$ cat config.mk
export PLATFORM = sky130hd
export DESIGN_NAME = shift_left_sequencer
export DESIGN_NICKNAME = d
export VERILOG_FILES = /design/src/rtl/shift_left_sequencer.sv
export SDC_FILE = /design/constraint.sdc
export NUM_CORES = 1
export LEC_CHECK = 0
export CORE_MARGIN = 2
export CORE_UTILIZATION = 43
export CTS_CLUSTER_DIAMETER = 120
export CTS_CLUSTER_SIZE = 40
export DETAILED_ROUTE_END_ITERATION = 6
export GPL_TIMING_DRIVEN = 0
export PLACE_DENSITY = 0.79
export SLEW_MARGIN = 20
export SYNTH_ARGS = -nofsm -noshare
export SYNTH_HDL_FRONTEND = slang
export SYNTH_SLANG_ARGS = --single-unit
$ cat constraint.sdc
create_clock -name clk -period 2.2 [get_ports clk]
set_clock_uncertainty 0.1 [all_clocks]
set_input_delay 0.22 -clock clk [delete_from_list [all_inputs] [get_ports clk]]
set_output_delay 0.22 -clock clk [all_outputs]
set_load 0.01 [all_outputs]
$ cat src/rtl/shift_left_sequencer.sv
`default_nettype none
// ------------------------------------------------------------------------
// shift_left_sequencer: parallel-to-serial controller that owns an external
// shift-left register. Revision: 1.0
// ------------------------------------------------------------------------
module shift_left_sequencer #(
  parameter int WIDTH      = 8,
  parameter int CNT_W      = 4,
  parameter int GAP_CYCLES = 1
) (
  input  logic             clk,
  input  logic             reset_n,
  input  logic             s_valid,
  input  logic [WIDTH-1:0] s_data,
  input  logic [CNT_W-1:0] s_cnt,
  output logic             s_ready,
  input  logic             abort,
  output logic             sr_load_en,
  output logic             sr_shift_en,
  output logic [WIDTH-1:0] sr_d_in,
  input  logic [WIDTH-1:0] sr_q,
  output logic             ser_out,
  output logic             ser_valid,
  output logic             busy,
  output logic             done,
  output logic             aborted
);

  localparam logic [CNT_W-1:0]   c_width_cnt = CNT_W'(WIDTH);
  localparam int                 c_gap_w     = (GAP_CYCLES > 1) ? $clog2(GAP_CYCLES) : 1;
  localparam logic [c_gap_w-1:0] c_gap_load  = (GAP_CYCLES > 0) ? c_gap_w'(GAP_CYCLES - 1) : '0;

  typedef enum logic [1:0] {
    IDLE  = 2'd0,
    LOAD  = 2'd1,
    SHIFT = 2'd2,
    GAP   = 2'd3
  } state_t;

  state_t             state_q;
  logic [CNT_W-1:0]   cnt_q;
  logic [CNT_W-1:0]   cnt_d;
  logic [c_gap_w-1:0] gap_q;
  logic [WIDTH-1:0]   d_in_q;
  logic               ready_q;
  logic               load_q;
  logic               shift_q;
  logic               done_q;
  logic               aborted_q;
  logic               accept;
  logic               sr_q_unused;

  // A zero or oversized count means a full-word transfer.
  assign cnt_d  = (s_cnt == '0 || s_cnt > c_width_cnt) ? c_width_cnt : s_cnt;
  // An abort on the same edge as a handshake suppresses the accept.
  assign accept = s_valid && ready_q && !abort;

  always_ff @(posedge clk) begin
    if (!reset_n) begin
      state_q   <= IDLE;
      cnt_q     <= '0;
      gap_q     <= '0;
      d_in_q    <= '0;
      ready_q   <= 1'b0;
      load_q    <= 1'b0;
      shift_q   <= 1'b0;
      done_q    <= 1'b0;
      aborted_q <= 1'b0;
    end else begin
      done_q    <= 1'b0;
      aborted_q <= 1'b0;
      if (abort && state_q != IDLE) begin
        state_q   <= IDLE;
        load_q    <= 1'b0;
        shift_q   <= 1'b0;
        ready_q   <= 1'b1;
        aborted_q <= 1'b1;
      end else begin
        case (state_q)
          IDLE: begin
            ready_q <= 1'b1;
            if (accept) begin
              d_in_q  <= s_data;
              cnt_q   <= cnt_d;
              load_q  <= 1'b1;
              ready_q <= 1'b0;
              state_q <= LOAD;
            end
          end
          LOAD: begin
            load_q  <= 1'b0;
            shift_q <= 1'b1;
            state_q <= SHIFT;
          end
          SHIFT: begin
            cnt_q <= cnt_q - CNT_W'(1);
            if (cnt_q == CNT_W'(1)) begin
              shift_q <= 1'b0;
              done_q  <= 1'b1;
              if (GAP_CYCLES > 0) begin
                gap_q   <= c_gap_load;
                state_q <= GAP;
              end else begin
                ready_q <= 1'b1;
                state_q <= IDLE;
              end
            end
          end
          GAP: begin
            if (gap_q == '0) begin
              ready_q <= 1'b1;
              state_q <= IDLE;
            end else begin
              gap_q <= gap_q - c_gap_w'(1);
            end
          end
          default: state_q <= IDLE;
        endcase
      end
    end
  end

  assign s_ready     = ready_q;
  assign sr_load_en  = load_q;
  assign sr_shift_en = shift_q;
  assign sr_d_in     = d_in_q;
  assign ser_valid   = shift_q;
  assign ser_out     = shift_q & sr_q[WIDTH-1];
  assign busy        = (state_q != IDLE);
  assign done        = done_q;
  assign aborted     = aborted_q;

  // Only the register MSB is observed; the rest is owned by the register.
  assign sr_q_unused = ^sr_q[WIDTH-2:0];

endmodule
`default_nettype wire

==> impl_metrics.csv, run 1 <==
group,metric,value,unit
cts,tritoncts,"built",
sta,max_freq,488,MHz
status,status,"finished clean",
sta,setup_violations,0,
final_layout,antenna_cells_inserted,0,
die,dieWidth,53.1,um
power,power.ir.vdd_worst,540,uV
synthesis,yosysWarnings,0,
die,initial_utilization,46.3,%
synthesis,net_count_of_the_mapped_netlist,146,
final_layout,synthToLayoutAreaGrowth,35.9,%
final_layout,layout_commonest_cell,"sky130_fd_sc_hd__clkdlybuf4s50_1",
final_layout,nNetsFinal,182,
cts,number_of_buffers_on_the_longest_clock_path,2,
global_route,gr-usage-met1,20.2,%
detailed_routing,drt_iter0_markers,9,
cts,htree_levels,1,
sta,timing.final.crit_period,2050,ps
synthesis,synth_seq_area_share,36.8,%
detailed_routing,wl_per_cell,12.3,um
power,static-leakage-power,0.522,nW
setup_path,timing.critical_path.arrival,1730,ps
setup_path,worst-path-buf-inv,4,
setup_path,worst_path_largest_cell_delay,530,ps
sta,tightest_slew,412,ps
detailed_routing,vias,940,
global_route,grt_start_max_net_pins,11,
sta,count_of_final_hold_check_violations,0,
global_route,global_route.peak_usage_layer,"met2",
cts,cts_root_buf,"sky130_fd_sc_hd__clkbuf_4",
setup_path,crit_path_start_kind,"register",
setup_path,timing.critical_path.slowest_stage_cell,"sky130_fd_sc_hd__clkdlybuf4s50_1",
setup_path,crit_top_cell,"sky130_fd_sc_hd__inv_1",
die,die_area,0.00281,sq mm
global_route,first_global_vias,857,
placed_design,gp_routability_congestion,0.853,
setup_path,timing.setup.critical_path_class,"reg2out",
cts,cts_hold_repair.buffers,0,
global_route,global_route_overflow,0,
final_layout,final_cell_mix,"sky130_fd_sc_hd__clkdlybuf4s50_1 (31), sky130_fd_sc_hd__nand2_1 (21), sky130_fd_sc_hd__dfxtp_1 (19)",
die,coreArea,0.00223,sq mm
global_route,grt_util_all_layers,17.6,%
sta,setup-tns-final,0,ps
sta,rsz0062_at_grt,"false",
run,max_cap_violations,0,
cts,clock_edge_transition_at_the_registers_on_the_reported_setup_and_hold_paths,100,ps
sta,timing.final.max_slew_violations,0,
setup_path,worst-path-max-fanout,10,
synthesis,synth_flop_cell,"sky130_fd_sc_hd__dfxtp_1",
placed_design,hpwl,1.76,mm
die,core.rowCount,17,
detailed_routing,final_antenna_net_count,0,
die,die_height,53.1,um
cts,post_cts_resize_count,0,
final_layout,drive_gt1_share,11.3,%
setup_path,setup.worst_path.end_class,"primary output",
synthesis,synth-edff-count,0,
detailed_routing,route.detailed.drc,0,
final_layout,multi_input_comb_area,581,sq um
setup_path,gate_family_responsible_for_the_most_delay_along_the_worst_path,"buffers and inverters",
detailed_routing,wl,2.20,mm
sta,crit_share_post_route,93.2,%
synthesis,synthesis.area_per_instance,9.00,sq um
cts,post-cts-setup-buffers,0,
detailed_routing,avgViaCountPerCell,5.28,
sta,maxSlewHeadroom,72.5,%
global_route,use_met3,3.95,%
synthesis,synth.cell_area,0.00103,sq mm
synthesis,postSynth.asyncResetShare,0,%
synthesis,synth_cell_type_count,43,
synthesis,synth_cells,115,
synthesis,synth-seq-cells,19,
global_route,grtUsageMet2,30.8,%
setup_path,crit_path_cell_trace,"inv_1, ha_1, buf_6, inv_1, clkdlybuf4s50_1",
cts,clkLatencyLatePin,300,ps
cts,total_number_of_clock_tree_sinks,19,
cts,cts_buffers,3,
global_route,grt_antenna_before_repair,0,
placed_design,count_of_buffers_inserted_at_the_top_level_ports,31,
power,power_density,731,mW/mm^2
final_layout,n_fill_cell,193,
sta,final.hold.worst_slack,135,ps
global_route,grt_first_pass_wirelength,3.60,mm
setup_path,worst_ep_required_time,1880,ps
die,pin_count,40,
detailed_routing,drt_pre_antenna_iters,4,
worst_hold_path,hp-class,"in2reg",
final_layout,register_area,380,sq um
==> layer usage <==
layer / vias to the layer above / part of all wire [%]
li1: 475 / -
met4: 0 / 2.2
met5: - / 0
met2: 35 / 48
met3: 7 / 6.7
met1: 423 / 43
==> synthesized netlist by cell type (2+ instances only) <==
| cell type | n | area share (%) |
|---|---|---|
| sky130_fd_sc_hd__ha_1 | 7 | 8.5 |
| sky130_fd_sc_hd__nand2_1 | 21 | 7.6 |
| sky130_fd_sc_hd__a211oi_1 | 2 | 1.5 |
| sky130_fd_sc_hd__inv_1 | 7 | 2.5 |
| sky130_fd_sc_hd__nor2_1 | 5 | 1.8 |
| sky130_fd_sc_hd__buf_6 | 2 | 2.2 |
| sky130_fd_sc_hd__o22a_1 | 2 | 1.7 |
| sky130_fd_sc_hd__dfxtp_1 | 19 | 37 |
| sky130_fd_sc_hd__o32ai_2 | 2 | 3.1 |
| sky130_fd_sc_hd__nand3_1 | 3 | 1.5 |
| sky130_fd_sc_hd__buf_2 | 2 | 0.97 |
| sky130_fd_sc_hd__o21ai_0 | 2 | 0.97 |
| sky130_fd_sc_hd__nand2b_1 | 3 | 1.8 |
| sky130_fd_sc_hd__a21oi_1 | 9 | 4.4 |
==> metrics by stage <==
| stage | instances | area, sq um | util (%) | total power, mW | setup WS [ps] |
|---|---|---|---|---|---|
| after floorplan | 115 | 1030 | - | 0.697 | 615 |
| after global placement | 174 | 1380 | 61.8 | 0.848 | 470 |
| after detailed placement | 174 | 1380 | 61.8 | 0.859 | 460 |
| after CTS | 178 | 1410 | 63.0 | 1.04 | 135 |
| after global routing | 178 | 1410 | 63.0 | 1.10 | 59.1 |
| final | 178 | 1410 | 63.0 | 1.03 | 150 |
==> report_power, final <==
part / internal [mW] / switching, mW / total, mW
clock network: 0.0707 / 0.106 / 0.177
registers: 0.384 / 0.0329 / 0.417
logic: 0.232 / 0.203 / 0.435
==> final timing paths <==
path | startpoint | to | slack [ps] | cells after the start
setup reg to reg | state_q[0] | cnt_q[1] | 440 | 6
hold reg to reg | sr_d_in[6] | sr_d_in[6] | 360 | 2
setup / recovery | state_q[0] | busy | 150 | 5
hold / removal | reset_n | cnt_q[0] | 130 | 2
==> registers in the layout, indices dropped and copies added, names as in the netlist <==
signal and count:
sr_d_in 8, ser_valid 1, aborted 1, sr_load_en 1, done 1, s_ready 1, state_q 2, cnt_q 4
==> cell type report <==
class / instances / share of cell area [%]
buffer: 6 / 3.11
clock buffer: 4 / 1.87
inverter: 8 / 2.14
multi-input combinational: 82 / 41.3
sequential: 19 / 27.0
tap: 28 / 2.49
timing repair buffer: 31 / 22.1
==> kinds of logic (layout without fill, tap and decap cells) <==
family / Yosys count / after routing / share of synthesized area [%]
fa+ha+maj: 7 / 7 / 8.46
mux: 1 / 1 / 0.967
compound gates: 27 / 27 / 20.9
simple gates: 47 / 47 / 25.8
flops: 19 / 19 / 36.8
buf+inv: 14 / 49 / 7.13
No activity file was read; power rests on OpenSTA's default activity.
==> run 2, diff against run 1 <==
--- a/config.mk
+++ b/config.mk
@@ -5,13 +5,16 @@
 export SDC_FILE = /design/constraint.sdc
 export NUM_CORES = 1
 export LEC_CHECK = 0
+export CELL_PAD_IN_SITES_DETAIL_PLACEMENT = 0
+export CELL_PAD_IN_SITES_GLOBAL_PLACEMENT = 1
 export CORE_MARGIN = 2
-export CORE_UTILIZATION = 43
+export CORE_UTILIZATION = 31
 export CTS_CLUSTER_DIAMETER = 120
 export CTS_CLUSTER_SIZE = 40
 export DETAILED_ROUTE_END_ITERATION = 6
 export GPL_TIMING_DRIVEN = 0
-export PLACE_DENSITY = 0.79
+export HOLD_SLACK_MARGIN = 0.08
+export PLACE_DENSITY_LB_ADDON = 0.1
 export SLEW_MARGIN = 20
 export SYNTH_ARGS = -nofsm -noshare
 export SYNTH_HDL_FRONTEND = slang
==> run 2 against run 1 <==
Wire length grew 9.9%. Sequential power grew 1%. Final cell count grew 9.0%. Core utilization shrank 17 points. Sequential cell count is the same. Register-to-register slack lost 60 ps. Critical path depth is the same. Hold slack gained 7.9 ps. Fmax shrank 0.35%.
==> impl_metrics.csv, run 2 (synthesis gave the netlist of run 1 again) <==
group,metric,value,unit
sta,setup-tns-final,0,ps
cts,tritoncts,"built",
setup_path,worst-path-max-fanout,10,
detailed_routing,drt_pre_antenna_iters,4,
detailed_routing,highest-signal-layer,"met4",
detailed_routing,wl_per_cell,12.4,um
setup_path,gate_family_responsible_for_the_most_delay_along_the_worst_path,"buffers and inverters",
cts,cts_buffers,3,
placed_design,post-place-cells,190,
global_route,first_global_vias,902,
cts,total_number_of_clock_tree_sinks,19,
die,initial_utilization,33.3,%
cts,htree_levels,1,
setup_path,timing.critical_path.arrival,1740,ps
detailed_routing,vias,928,
cts,cts_root_buf,"sky130_fd_sc_hd__clkbuf_4",
detailed_routing,met2RoutedLength,1.12,mm
sta,rsz0062_at_grt,"false",
cts,clkLatencyLatePin,300,ps
die,die_height,61.8,um
placed_design,hpwl,1.89,mm
detailed_routing,wl,2.42,mm
sta,max_freq,486,MHz
setup_path,timing.critical_path.slowest_stage_cell,"sky130_fd_sc_hd__clkdlybuf4s50_1",
status,status,"finished clean",
final_layout,instances_no_fill,194,
setup_path,crit_path_start_kind,"register",
detailed_routing,route.detailed.drc,0,
die,core.rowCount,20,
global_route,grt_start_max_net_pins,12,
worst_hold_path,hp-class,"in2reg",
die,dieWidth,61.8,um
sta,timing.final.max_slew_violations,0,
sta,maxSlewHeadroom,67.5,%
placed_design,gp_routability_congestion,0.746,
detailed_routing,route.layer.met1.wl,1.20,mm
sta,tightest_slew,475,ps
sta,count_of_final_hold_check_violations,0,
final_layout,largest_reg_flops,8,
final_layout,antenna_cells_inserted,0,
power,static-leakage-power,0.525,nW
die,pin_count,40,
detailed_routing,avgViaCountPerCell,4.78,
sta,final.hold.worst_slack,142,ps
setup_path,crit_path_cell_trace,"inv_1, ha_1, buf_6, inv_1, clkdlybuf4s50_1",
final_layout,synthToLayoutAreaGrowth,38.1,%
setup_path,worst_path_largest_cell_delay,530,ps
placed_design,count_of_buffers_inserted_at_the_top_level_ports,31,
final_layout,final_core_util,46.0,%
global_route,grt_util_all_layers,14.4,%
setup_path,worst_ep_required_time,1880,ps
cts,clock_edge_transition_at_the_registers_on_the_reported_setup_and_hold_paths,120,ps
cts,post-cts-setup-buffers,0,
final_layout,final_cell_mix,"sky130_fd_sc_hd__clkdlybuf4s50_1 (31), sky130_fd_sc_hd__nand2_1 (21), sky130_fd_sc_hd__dfxtp_1 (18)",
power,power_density,725,mW/mm^2
detailed_routing,met3RoutedLength,80,um
final_layout,layout_commonest_cell,"sky130_fd_sc_hd__clkdlybuf4s50_1",
die,die_area,0.00382,sq mm
power,power.ir.vdd_worst,249,uV
die,coreArea,0.00310,sq mm
setup_path,worst-path-buf-inv,4,
detailed_routing,final_antenna_net_count,0,
sta,timing.final.crit_period,2060,ps
setup_path,timing.setup.critical_path_class,"reg2out",
global_route,global_route_overflow,0,
final_layout,nNetsFinal,182,
sta,setup_violations,0,
global_route,grt_antenna_before_repair,0,
sta,crit_share_post_route,93.5,%
run,max_cap_violations,0,
detailed_routing,drt_iter0_markers,28,
cts,number_of_buffers_on_the_longest_clock_path,2,
global_route,grt_first_pass_wirelength,4.06,mm
final_layout,drive_gt1_share,12.7,%
setup_path,setup.worst_path.end_class,"primary output",
setup_path,crit_top_cell,"sky130_fd_sc_hd__inv_1",
cts,cts_hold_repair.buffers,0,
==> run 2: cell types whose count changed in the layout (fill, tap and decap cells not counted) <==
cell and change:
sky130_fd_sc_hd__clkbuf_1 -1, sky130_fd_sc_hd__clkinv_2 +1, sky130_fd_sc_hd__dfxtp_1 -1, sky130_fd_sc_hd__dfxtp_2 +1
==> run 2: metal layers <==
layer | global-route usage, % | vias to the layer above
li1 | - | 479
met1 | 18.8 | 432
met2 | 23.8 | 15
met3 | 2.48 | 2
met4 | 5.47 | 0
met5 | 0 | -
==> run 2: area by class of cell <==
type	instances	area [sq um]
flip-flops and latches	19	382
fillers	330	1670
well taps	44	55.1
multi-input cells	82	581
repair buffers	31	310
plain buffers	6	43.8
inverters	8	30.0
clock inverters	1	5.00
clock buffers	3	22.5
==> run 2: final timing paths <==
kind	cells past startpoint	startpoint	slack, ps	to
worst max-delay path	5	state_q[1]	140	busy
worst min-delay path	2	reset_n	140	cnt_q[0]
worst max register to register	6	state_q[0]	380	cnt_q[1]
worst min register to register	2	sr_d_in[2]	360	sr_d_in[2]
==> run 2: report_power, final <==
group / switching, mW / internal [mW]
Clock: 0.114 / 0.0676
Combinational: 0.203 / 0.230
Sequential: 0.0360 / 0.385
==> run 2: per-stage QoR <==
step	setup slack (ps)	cell area, sq um	power (mW)
floorplan	615	1030	0.697
global placement	396	1400	0.859
detailed placement	371	1400	0.863
CTS	91.7	1430	1.05
global route	11.3	1430	1.12
finish	143	1430	1.04
==> run 2: repair_timing <==
item                                   4_1_cts  5_1_grt
setup endpoints to repair                    0        1
endpoints found under the hold margin        0        0
resized for setup                            0        1
